==> src/rtl/mem_arbiter_pkg.sv <==
// Shared types for the unified-memory arbiter: FSM state, grant encoding, latency bound.
package mem_arb_pkg;
  typedef enum logic {ARB_IDLE, ARB_BUSY} arb_state_t;
  typedef enum logic {GNT_I, GNT_D} arb_gnt_t;
  localparam int MAX_MEM_LATENCY = 4;
endpackage

==> src/rtl/mem_arbiter_if.sv <==
// CPU fetch/data ports and the single memory port, bundled; slave = arbiter view.
interface mem_arbiter_if #(
  parameter int ADDR_W = 32,
  parameter int DATA_W = 32
);
  logic              i_req;
  logic [ADDR_W-1:0] i_addr;
  logic              i_ready;
  logic              i_rvalid;
  logic [DATA_W-1:0] i_rdata;
  logic              d_req;
  logic              d_we;
  logic [ADDR_W-1:0] d_addr;
  logic [DATA_W-1:0] d_wdata;
  logic              d_ready;
  logic              d_rvalid;
  logic [DATA_W-1:0] d_rdata;
  logic              mem_req;
  logic              mem_we;
  logic [ADDR_W-1:0] mem_addr;
  logic [DATA_W-1:0] mem_wdata;
  logic [DATA_W-1:0] mem_rdata;

  modport slave (
    input  i_req, i_addr, d_req, d_we, d_addr, d_wdata, mem_rdata,
    output i_ready, i_rvalid, i_rdata, d_ready, d_rvalid, d_rdata,
           mem_req, mem_we, mem_addr, mem_wdata
  );
  modport master (
    output i_req, i_addr, d_req, d_we, d_addr, d_wdata, mem_rdata,
    input  i_ready, i_rvalid, i_rdata, d_ready, d_rvalid, d_rdata,
           mem_req, mem_we, mem_addr, mem_wdata
  );
endinterface

==> src/rtl/mem_arbiter_rr2.sv <==
// Two-way round-robin picker; on a tie the port not granted last time wins.
module arb_rr2
  import mem_arb_pkg::*;
(
  input  logic     req_i,
  input  logic     req_d,
  input  arb_gnt_t last,
  output arb_gnt_t gnt
);
  always_comb begin
    gnt = GNT_I;
    if (req_i && req_d) gnt = (last == GNT_I) ? GNT_D : GNT_I;
    else if (req_d)     gnt = GNT_D;
  end
endmodule

==> src/rtl/mem_arbiter.sv <==
// Single-port memory shared by fetch and load/store: one transaction in flight,
// fixed-latency return, combinational accept from idle.
module mem_arbiter
  import mem_arb_pkg::*;
#(
  parameter int ADDR_W      = 32,
  parameter int DATA_W      = 32,
  parameter int MEM_LATENCY = 1
) (
  input logic          clk,
  input logic          n_reset,
  mem_arbiter_if.slave bus
);
  localparam int               CNT_W = $clog2(MEM_LATENCY + 1);
  localparam logic [CNT_W-1:0] LAT   = CNT_W'(MEM_LATENCY);

  if (MEM_LATENCY < 1 || MEM_LATENCY > MAX_MEM_LATENCY) begin : g_lat_chk
    $error("mem_arbiter: MEM_LATENCY must be in 1..%0d", MAX_MEM_LATENCY);
  end

  arb_state_t        state_q, state_d;
  arb_gnt_t          gnt_q, gnt_d, last_q, last_d, pick;
  logic [CNT_W-1:0]  cnt_q, cnt_d;
  logic              dwe_q, dwe_d;
  logic [DATA_W-1:0] irdata_q, irdata_d, drdata_q, drdata_d;
  logic [ADDR_W-1:0] addr_mux;
  logic              accept, done;

  arb_rr2 u_rr (.req_i(bus.i_req), .req_d(bus.d_req), .last(last_q), .gnt(pick));

  // Gating with n_reset keeps every output at its reset value while reset is held.
  assign accept = n_reset && (state_q == ARB_IDLE) && (bus.i_req || bus.d_req);
  assign done   = (state_q == ARB_BUSY) && (cnt_q == CNT_W'(1));

  always_comb begin
    state_d  = state_q;
    gnt_d    = gnt_q;
    last_d   = last_q;
    cnt_d    = (cnt_q != '0) ? cnt_q - CNT_W'(1) : cnt_q;
    dwe_d    = dwe_q;
    irdata_d = irdata_q;
    drdata_d = drdata_q;
    if (accept) begin
      state_d = ARB_BUSY;
      gnt_d   = pick;
      last_d  = pick;
      cnt_d   = LAT;
      dwe_d   = (pick == GNT_D) && bus.d_we;
    end
    if (done) begin
      state_d = ARB_IDLE;
      if (gnt_q == GNT_I) irdata_d = bus.mem_rdata;
      else                drdata_d = dwe_q ? '0 : bus.mem_rdata;
    end
  end

  always_ff @(posedge clk or negedge n_reset) begin
    if (!n_reset) begin
      state_q  <= ARB_IDLE;
      gnt_q    <= GNT_I;
      last_q   <= GNT_I;
      cnt_q    <= '0;
      dwe_q    <= 1'b0;
      irdata_q <= '0;
      drdata_q <= '0;
    end else begin
      state_q  <= state_d;
      gnt_q    <= gnt_d;
      last_q   <= last_d;
      cnt_q    <= cnt_d;
      dwe_q    <= dwe_d;
      irdata_q <= irdata_d;
      drdata_q <= drdata_d;
    end
  end

  always_comb begin
    addr_mux = '0;
    if (accept) addr_mux = (pick == GNT_D) ? bus.d_addr : bus.i_addr;
  end

  assign bus.i_ready   = accept && (pick == GNT_I);
  assign bus.d_ready   = accept && (pick == GNT_D);
  assign bus.mem_req   = accept;
  assign bus.mem_we    = accept && (pick == GNT_D) && bus.d_we;
  assign bus.mem_addr  = addr_mux;
  assign bus.mem_wdata = (accept && (pick == GNT_D)) ? bus.d_wdata : '0;
  assign bus.i_rvalid  = done && (gnt_q == GNT_I);
  assign bus.d_rvalid  = done && (gnt_q == GNT_D);
  // Read data passes straight through in the rvalid cycle and is held afterwards.
  assign bus.i_rdata   = irdata_d;
  assign bus.d_rdata   = drdata_d;
endmodule

==> src/flat_wrapper.sv <==
// flat-port wrapper written by rule: the top's interface ports become plain ports
module mem_arbiter_flat import mem_arb_pkg::*;
#(
  parameter int ADDR_W      = 32,
  parameter int DATA_W      = 32,
  parameter int MEM_LATENCY = 1
)
  (clk, n_reset, bus_i_req, bus_i_addr, bus_d_req, bus_d_we, bus_d_addr, bus_d_wdata, bus_mem_rdata, bus_i_ready, bus_i_rvalid, bus_i_rdata, bus_d_ready, bus_d_rvalid, bus_d_rdata, bus_mem_req, bus_mem_we, bus_mem_addr, bus_mem_wdata);
  mem_arbiter_if #(.ADDR_W(ADDR_W), .DATA_W(DATA_W)) bus_i ();
  input logic clk;
  input logic n_reset;
  input wire logic [$bits(bus_i.i_req)-1:0] bus_i_req;
  input wire logic [$bits(bus_i.i_addr)-1:0] bus_i_addr;
  input wire logic [$bits(bus_i.d_req)-1:0] bus_d_req;
  input wire logic [$bits(bus_i.d_we)-1:0] bus_d_we;
  input wire logic [$bits(bus_i.d_addr)-1:0] bus_d_addr;
  input wire logic [$bits(bus_i.d_wdata)-1:0] bus_d_wdata;
  input wire logic [$bits(bus_i.mem_rdata)-1:0] bus_mem_rdata;
  output wire logic [$bits(bus_i.i_ready)-1:0] bus_i_ready;
  output wire logic [$bits(bus_i.i_rvalid)-1:0] bus_i_rvalid;
  output wire logic [$bits(bus_i.i_rdata)-1:0] bus_i_rdata;
  output wire logic [$bits(bus_i.d_ready)-1:0] bus_d_ready;
  output wire logic [$bits(bus_i.d_rvalid)-1:0] bus_d_rvalid;
  output wire logic [$bits(bus_i.d_rdata)-1:0] bus_d_rdata;
  output wire logic [$bits(bus_i.mem_req)-1:0] bus_mem_req;
  output wire logic [$bits(bus_i.mem_we)-1:0] bus_mem_we;
  output wire logic [$bits(bus_i.mem_addr)-1:0] bus_mem_addr;
  output wire logic [$bits(bus_i.mem_wdata)-1:0] bus_mem_wdata;
  assign bus_i.i_req = bus_i_req;
  assign bus_i.i_addr = bus_i_addr;
  assign bus_i.d_req = bus_d_req;
  assign bus_i.d_we = bus_d_we;
  assign bus_i.d_addr = bus_d_addr;
  assign bus_i.d_wdata = bus_d_wdata;
  assign bus_i.mem_rdata = bus_mem_rdata;
  assign bus_i_ready = bus_i.i_ready;
  assign bus_i_rvalid = bus_i.i_rvalid;
  assign bus_i_rdata = bus_i.i_rdata;
  assign bus_d_ready = bus_i.d_ready;
  assign bus_d_rvalid = bus_i.d_rvalid;
  assign bus_d_rdata = bus_i.d_rdata;
  assign bus_mem_req = bus_i.mem_req;
  assign bus_mem_we = bus_i.mem_we;
  assign bus_mem_addr = bus_i.mem_addr;
  assign bus_mem_wdata = bus_i.mem_wdata;
  mem_arbiter #(.ADDR_W(ADDR_W), .DATA_W(DATA_W), .MEM_LATENCY(MEM_LATENCY)) u_core (.clk(clk), .n_reset(n_reset), .bus(bus_i));
endmodule
==> config.mk <==
export PLATFORM = sky130hd
export DESIGN_NAME = mem_arbiter_flat
export DESIGN_NICKNAME = d
export VERILOG_FILES = /design/src/rtl/mem_arbiter_pkg.sv /design/src/rtl/mem_arbiter_if.sv /design/src/rtl/mem_arbiter_rr2.sv /design/src/rtl/mem_arbiter.sv /design/src/flat_wrapper.sv
export SDC_FILE = /design/constraint.sdc
export NUM_CORES = 1
export LEC_CHECK = 0
export BUFFER_PORTS_ARGS = -buffer_cell sky130_fd_sc_hd__buf_4
export CAP_MARGIN = 20
export CORE_ASPECT_RATIO = 0.75
export CORE_MARGIN = 2
export CORE_UTILIZATION = 29
export DETAILED_ROUTE_END_ITERATION = 8
export PLACE_DENSITY = 0.75
export REMOVE_ABC_BUFFERS = 1
export SYNTH_ARGS = -nofsm -noshare
export SYNTH_HDL_FRONTEND = slang
export SYNTH_SLANG_ARGS = --single-unit
==> constraint.sdc <==
create_clock -name clk -period 1.25 [get_ports clk]
set_input_delay 0.0625 -clock clk [delete_from_list [all_inputs] [get_ports clk]]
set_output_delay 0.0625 -clock clk [all_outputs]
set_load 0.01 [all_outputs]
# Word-level counts from Yosys, hierarchy flattened
# Cells that the tools add are included.
# totals
register_bits	68
latch_bits	0
ramBits	0
romBits	0
in_bits	133
output_inout_bits	134
word_cells	37
mem_count	0
# classes
add_sub_neg	1
mul	0
div_mod_pow	0
order_cmp	0
n_eq_ne	0
n_shift	0
n_mux	15
bitwise_logic	3
n_reduce_logical	12
# op_table
op	n
32-bit 2-to-1 mux	8
1-bit logical AND	10
1-bit 2-to-1 mux	7
1-bit NOT	3
2-bit nonzero test	1
1-bit logical OR	1
1-bit subtractor (second input constant)	1

# Longest topological paths before layout
# logic_depth
depth_word	5
depth_mapped	6
depth_no_buf	3

# Cells and area by module
# From an unflattened synthesis, not the netlist that was laid out.
# unflattened
hier_cells	335
hier_area_um2	3379.5
# modules_own_cells
mod	n_inst	cells_per_inst	area_each_um2	seq_area_each_um2
mem_arbiter	1	334	3368.2	1701.6
arb_rr2	1	1	11.3	0.0

# Worst setup path after synthesis
# OpenSTA, ideal clock, no wires.
# synth_timing
path_kind	register -> register
from	register u_core.state_q
to	register u_core.drdata_q[24]
setup_ns	0.148
t_arrival_ns	1.146
t_required_ns	1.102
path_slack_ns	-0.043
stages_incl_launch_ff	6
path_buffers	2
synth_period_minus_slack_ns	1.293
cell_sequence	dfrtp_1 -> nand3_1 -> buf_2 -> clkbuf_1 -> nand2_1 -> o21ai_0
# synth_via
elab_chain_len	2
# synth_rtl
item	line	rtl
from (decl)	mem_arbiter.sv:21	arb_state_t state_q, state_d;
from (signal assigned)	mem_arbiter.sv:67	state_q <= state_d;
1-bit logical AND	mem_arbiter.sv:33	assign done = (state_q == ARB_BUSY) && (cnt_q == CNT_W'(1));
32-bit 2-to-1 mux	mem_arbiter.sv:50	if (done) begin
via bus_d_rdata[24]	flat_wrapper.sv:24	output wire logic [$bits(bus_i.d_rdata)-1:0] bus_d_rdata;
to (signal assigned)	mem_arbiter.sv:73	drdata_q <= drdata_d;
to (decl)	mem_arbiter.sv:25	logic [DATA_W-1:0] irdata_q, irdata_d, drdata_q, drdata_d;
# The timed path passes the listed nets, and every way through them passes these cells.
# A chain may end at the register's enable or synchronous reset.

# Worst setup path in the final report
# layout_timing
from	register u_core.gnt_q
to	output bus_i_rdata[26]
# layout_via
elab_chain_len	2
# layout_rtl
item	line	rtl
from (decl)	mem_arbiter.sv:22	arb_gnt_t gnt_q, gnt_d, last_q, last_d, pick;
from (signal assigned)	mem_arbiter.sv:68	gnt_q <= gnt_d;
32-bit 2-to-1 mux	mem_arbiter.sv:52	if (gnt_q == GNT_I) irdata_d = bus.mem_rdata;
32-bit 2-to-1 mux	mem_arbiter.sv:50	
to (decl)	flat_wrapper.sv:21	output wire logic [$bits(bus_i.i_rdata)-1:0] bus_i_rdata;
# No other way between the ends.

==> impl_metrics.py <==
metrics = {
    "final_layout": {
        "final_common_cell": "buf_4",
        "fill_cells": 862,
        "drive_gt1_frac": 0.639,
        "nets": 750,
        "antenna_cells": 0,
        "final_util": 0.615,
        "stdcell_count": 761,
        "layout_common_cells": "buf_4 (258), dfrtp_1 (66), a22o_1 (33)",
        "syn2layout_area_growth_pct": 106,
        "final_area_mm2": 0.00673,
    },
    "power": {
        "p_leak_nw": 3.42,
        "power_w": 0.0135,
        "peakVddDrop_uv": 1180,
        "power_per_cell_area_mw_per_mm2": 2010,
    },
    "run_status": {
        "status": "finished, violations left",
        "violations": "setup timing",
    },
    "clock_tree": {
        "cts_buffers": 9,
        "clock_sinks": 68,
        "clockBufferDepth": 2,
        "htree_levels": 3,
        "cts_tree": "done",
        "clkTransAtPathRegs_ps": 60,
        "cts_root_buffer": "clkbuf_16",
        "insertion_delay_ps": 320,
    },
    "die": {
        "die-area_mm2": 0.0121,
        "die_width_um": 127,
        "core_area_mm2": 0.0109,
        "initial_core_util": 0.299,
        "row_count": 33,
        "die_h_um": 96.0,
        "pin_count": 267,
    },
    "yosys": {
        "ys_seq_area_frac": 0.520,
        "synth.distinct_cells": 16,
        "synth_seq_cells": 68,
        "synth.avg_cell_area_um2": 10.9,
        "synth_top_area_frac": 0.520,
        "syn_inst": 301,
        "synth.area.top_cells": "dfrtp_1 (52%), mux2_2 (11%), a22o_1 (8.8%)",
        "yosys.area.top_type": "dfrtp_1",
        "yosys_warnings": 0,
        "syn-cell-area_mm2": 0.00327,
    },
    "timing": {
        "hold_viol_final": 0,
        "maxSlewHeadroom": 0.571,
        "rsz0062_at_grt": "yes",
        "fmax_ghz": 0.581,
        "worst_pin_slew_ps": 644,
        "min_period_over_period": 1.38,
        "finClkSkew_ps": 4.43,
        "setup_slack_ps": -471,
        "setup_viol": 178,
        "final_max_slew_viol_count": 0,
        "period_needed_ps": 1720,
    },
    "drt": {
        "wirelength_um": 14600,
        "drc": 0,
        "wl_per_cell_um": 19.1,
        "dr_total_vias": 3621,
        "firstDrtPassIters": 5,
        "drtAntennaViolNets": 0,
        "vias_per_cell": 4.76,
        "drt_iter0_drc": 152,
    },
    "setup_path": {
        "worst-setup-path-type": "reg2out",
        "r2r-start": "u_core.state_q",
        "reg2reg_setup_slack_ps": -130,
        "cp.arrival_ps": 1660,
        "cp.required_ps": 1190,
        "cpPeakStageDelay_ps": 410,
        "critPathTopFamily": "flip-flops",
        "crit_path_cell_trace": "nand3b_4 -> buf_16 -> mux2_2 -> buf_4",
        "crit_slowest_cell": "dfrtp_1",
        "end_kind": "output port",
        "path_max_fanout": 14,
        "crit_path_start_kind": "flip-flop",
        "reg2reg_to": "u_core.drdata_q[22]",
        "path_buf_inv": 2,
        "reg2regPathDepth": 7,
    },
    "placed_design": {
        "dpl_cell_area_mm2": 0.00548,
        "place_inst": 699,
        "gp_congestion": 0.805,
        "port_buffers": 266,
        "dp_hpwl_um": 10100,
        "pre_cts_ws_ps": -208,
    },
    "hold_path": {
        "min_path_type": "in2reg",
        "hold_depth": 2,
        "whs_endpoint": "u_core.irdata_q[13]",
        "hp-start": "bus_mem_rdata[13]",
    },
    "job": {
        "maxCapViolCount": 0,
    },
    "grt": {
        "grt_pass1_vias": 3745,
        "antenna_found_initial": 0,
        "grt.overflow.total": 0,
        "grt_pass1_wl_um": 20600,
        "grt_max_degree": 69,
        "grt_use_total": 0.224,
    },
}
-- report_power, final --
part	internal (W)	switching [W]	total, W
clock	0.00132	0.000929	0.00225
sequential	0.00330	0.000431	0.00373
combinational	0.00414	0.00340	0.00754
total	0.00877	0.00476	0.0135
-- worst max path at each step --
| stage | from | to | slack, ps | cells past startpoint |
|---|---|---|---|---|
| 3_5_place_dp | u_core.state_q | bus_mem_we | -210 | 5 |
| 4_1_cts | u_core.gnt_q | bus_i_rdata[15] | -460 | 4 |
| 2_1_floorplan | u_core.state_q | u_core.drdata_q[0] | -960 | 2 |
| 6_report | u_core.gnt_q | bus_i_rdata[26] | -470 | 4 |
| 3_3_place_gp | u_core.state_q | bus_mem_we | -150 | 5 |
| 5_1_grt | u_core.gnt_q | bus_i_rdata[15] | -540 | 4 |
-- repair_timing --
item | CTS | global route
buffers inserted | 4 | 5
hold endpoints to repair | 97 | 0
cloned | 7 | 1
hold buffers | 30 | 0
pin swaps | 0 | 8
endpoints found under the setup margin | 171 | 215
gates resized for setup | 87 | 53
-- area by class of cell --
type	count	area [µm²]	share of cell area
multi-input cells	204	1680	0.250
flip-flops and latches	68	1700	0.253
well taps	140	175	0.0260
clock inverters	5	30.0	0.00446
inverters	4	20.0	0.00297
repair buffers	330	2890	0.429
clock buffers	10	229	0.0340
-- cells in the mapped netlist --
library cell and count:
dfrtp_1 68, a21o_1 1, mux2_2 32, buf_2 12
nor2b_1 1, nand2b_1 33, o21ai_0 34, inv_1 4
and3_1 2, nand3b_2 1, nand2_1 33, a22o_1 33
and2_1 33, clkbuf_1 7, nand3_1 1, buf_6 6
-- metal layers --
layer	vias up	share of wire	GRT usage
met3	22	0.058	0.0539
met1	1766	0.40	0.273
met5	-	0	0
li1	1672	-	-
met2	161	0.52	0.390
met4	0	0.026	0.0842
-- registers in the layout, summed over array words and instances, names as in the netlist --
signal	flops
u_core.cnt_q	1
u_core.dwe_q	1
u_core.state_q	1
u_core.gnt_q	1
u_core.irdata_q	32
u_core.drdata_q	32
-- cell families after synthesis --
kind of cell,share of synthesized area
flip-flops,0.520
AO/OA/AOI/OAI,0.143
multiplexers,0.110
buffers and inverters,0.0517
AND/OR/NAND/NOR,0.175
-- worst reg2reg max path, cell delays in order (launching register included) --
cell and delay (ps):
dfrtp_2 430, buf_6 120, nand3_4 120, buf_12 180, clkbuf_16 170, nand2_4 60
o21ai_4 60, buf_4 130
-- metrics by stage --
step	TNS, ps	hold WS [ps]
2_1_floorplan	-131710	-233
3_3_place_gp	-10490	303
3_5_place_dp	-16120	302
4_1_cts	-56000	5.16
5_1_grt	-69600	11.5
6_report	-57420	23.2
No activity file was read; power rests on OpenSTA's default activity.
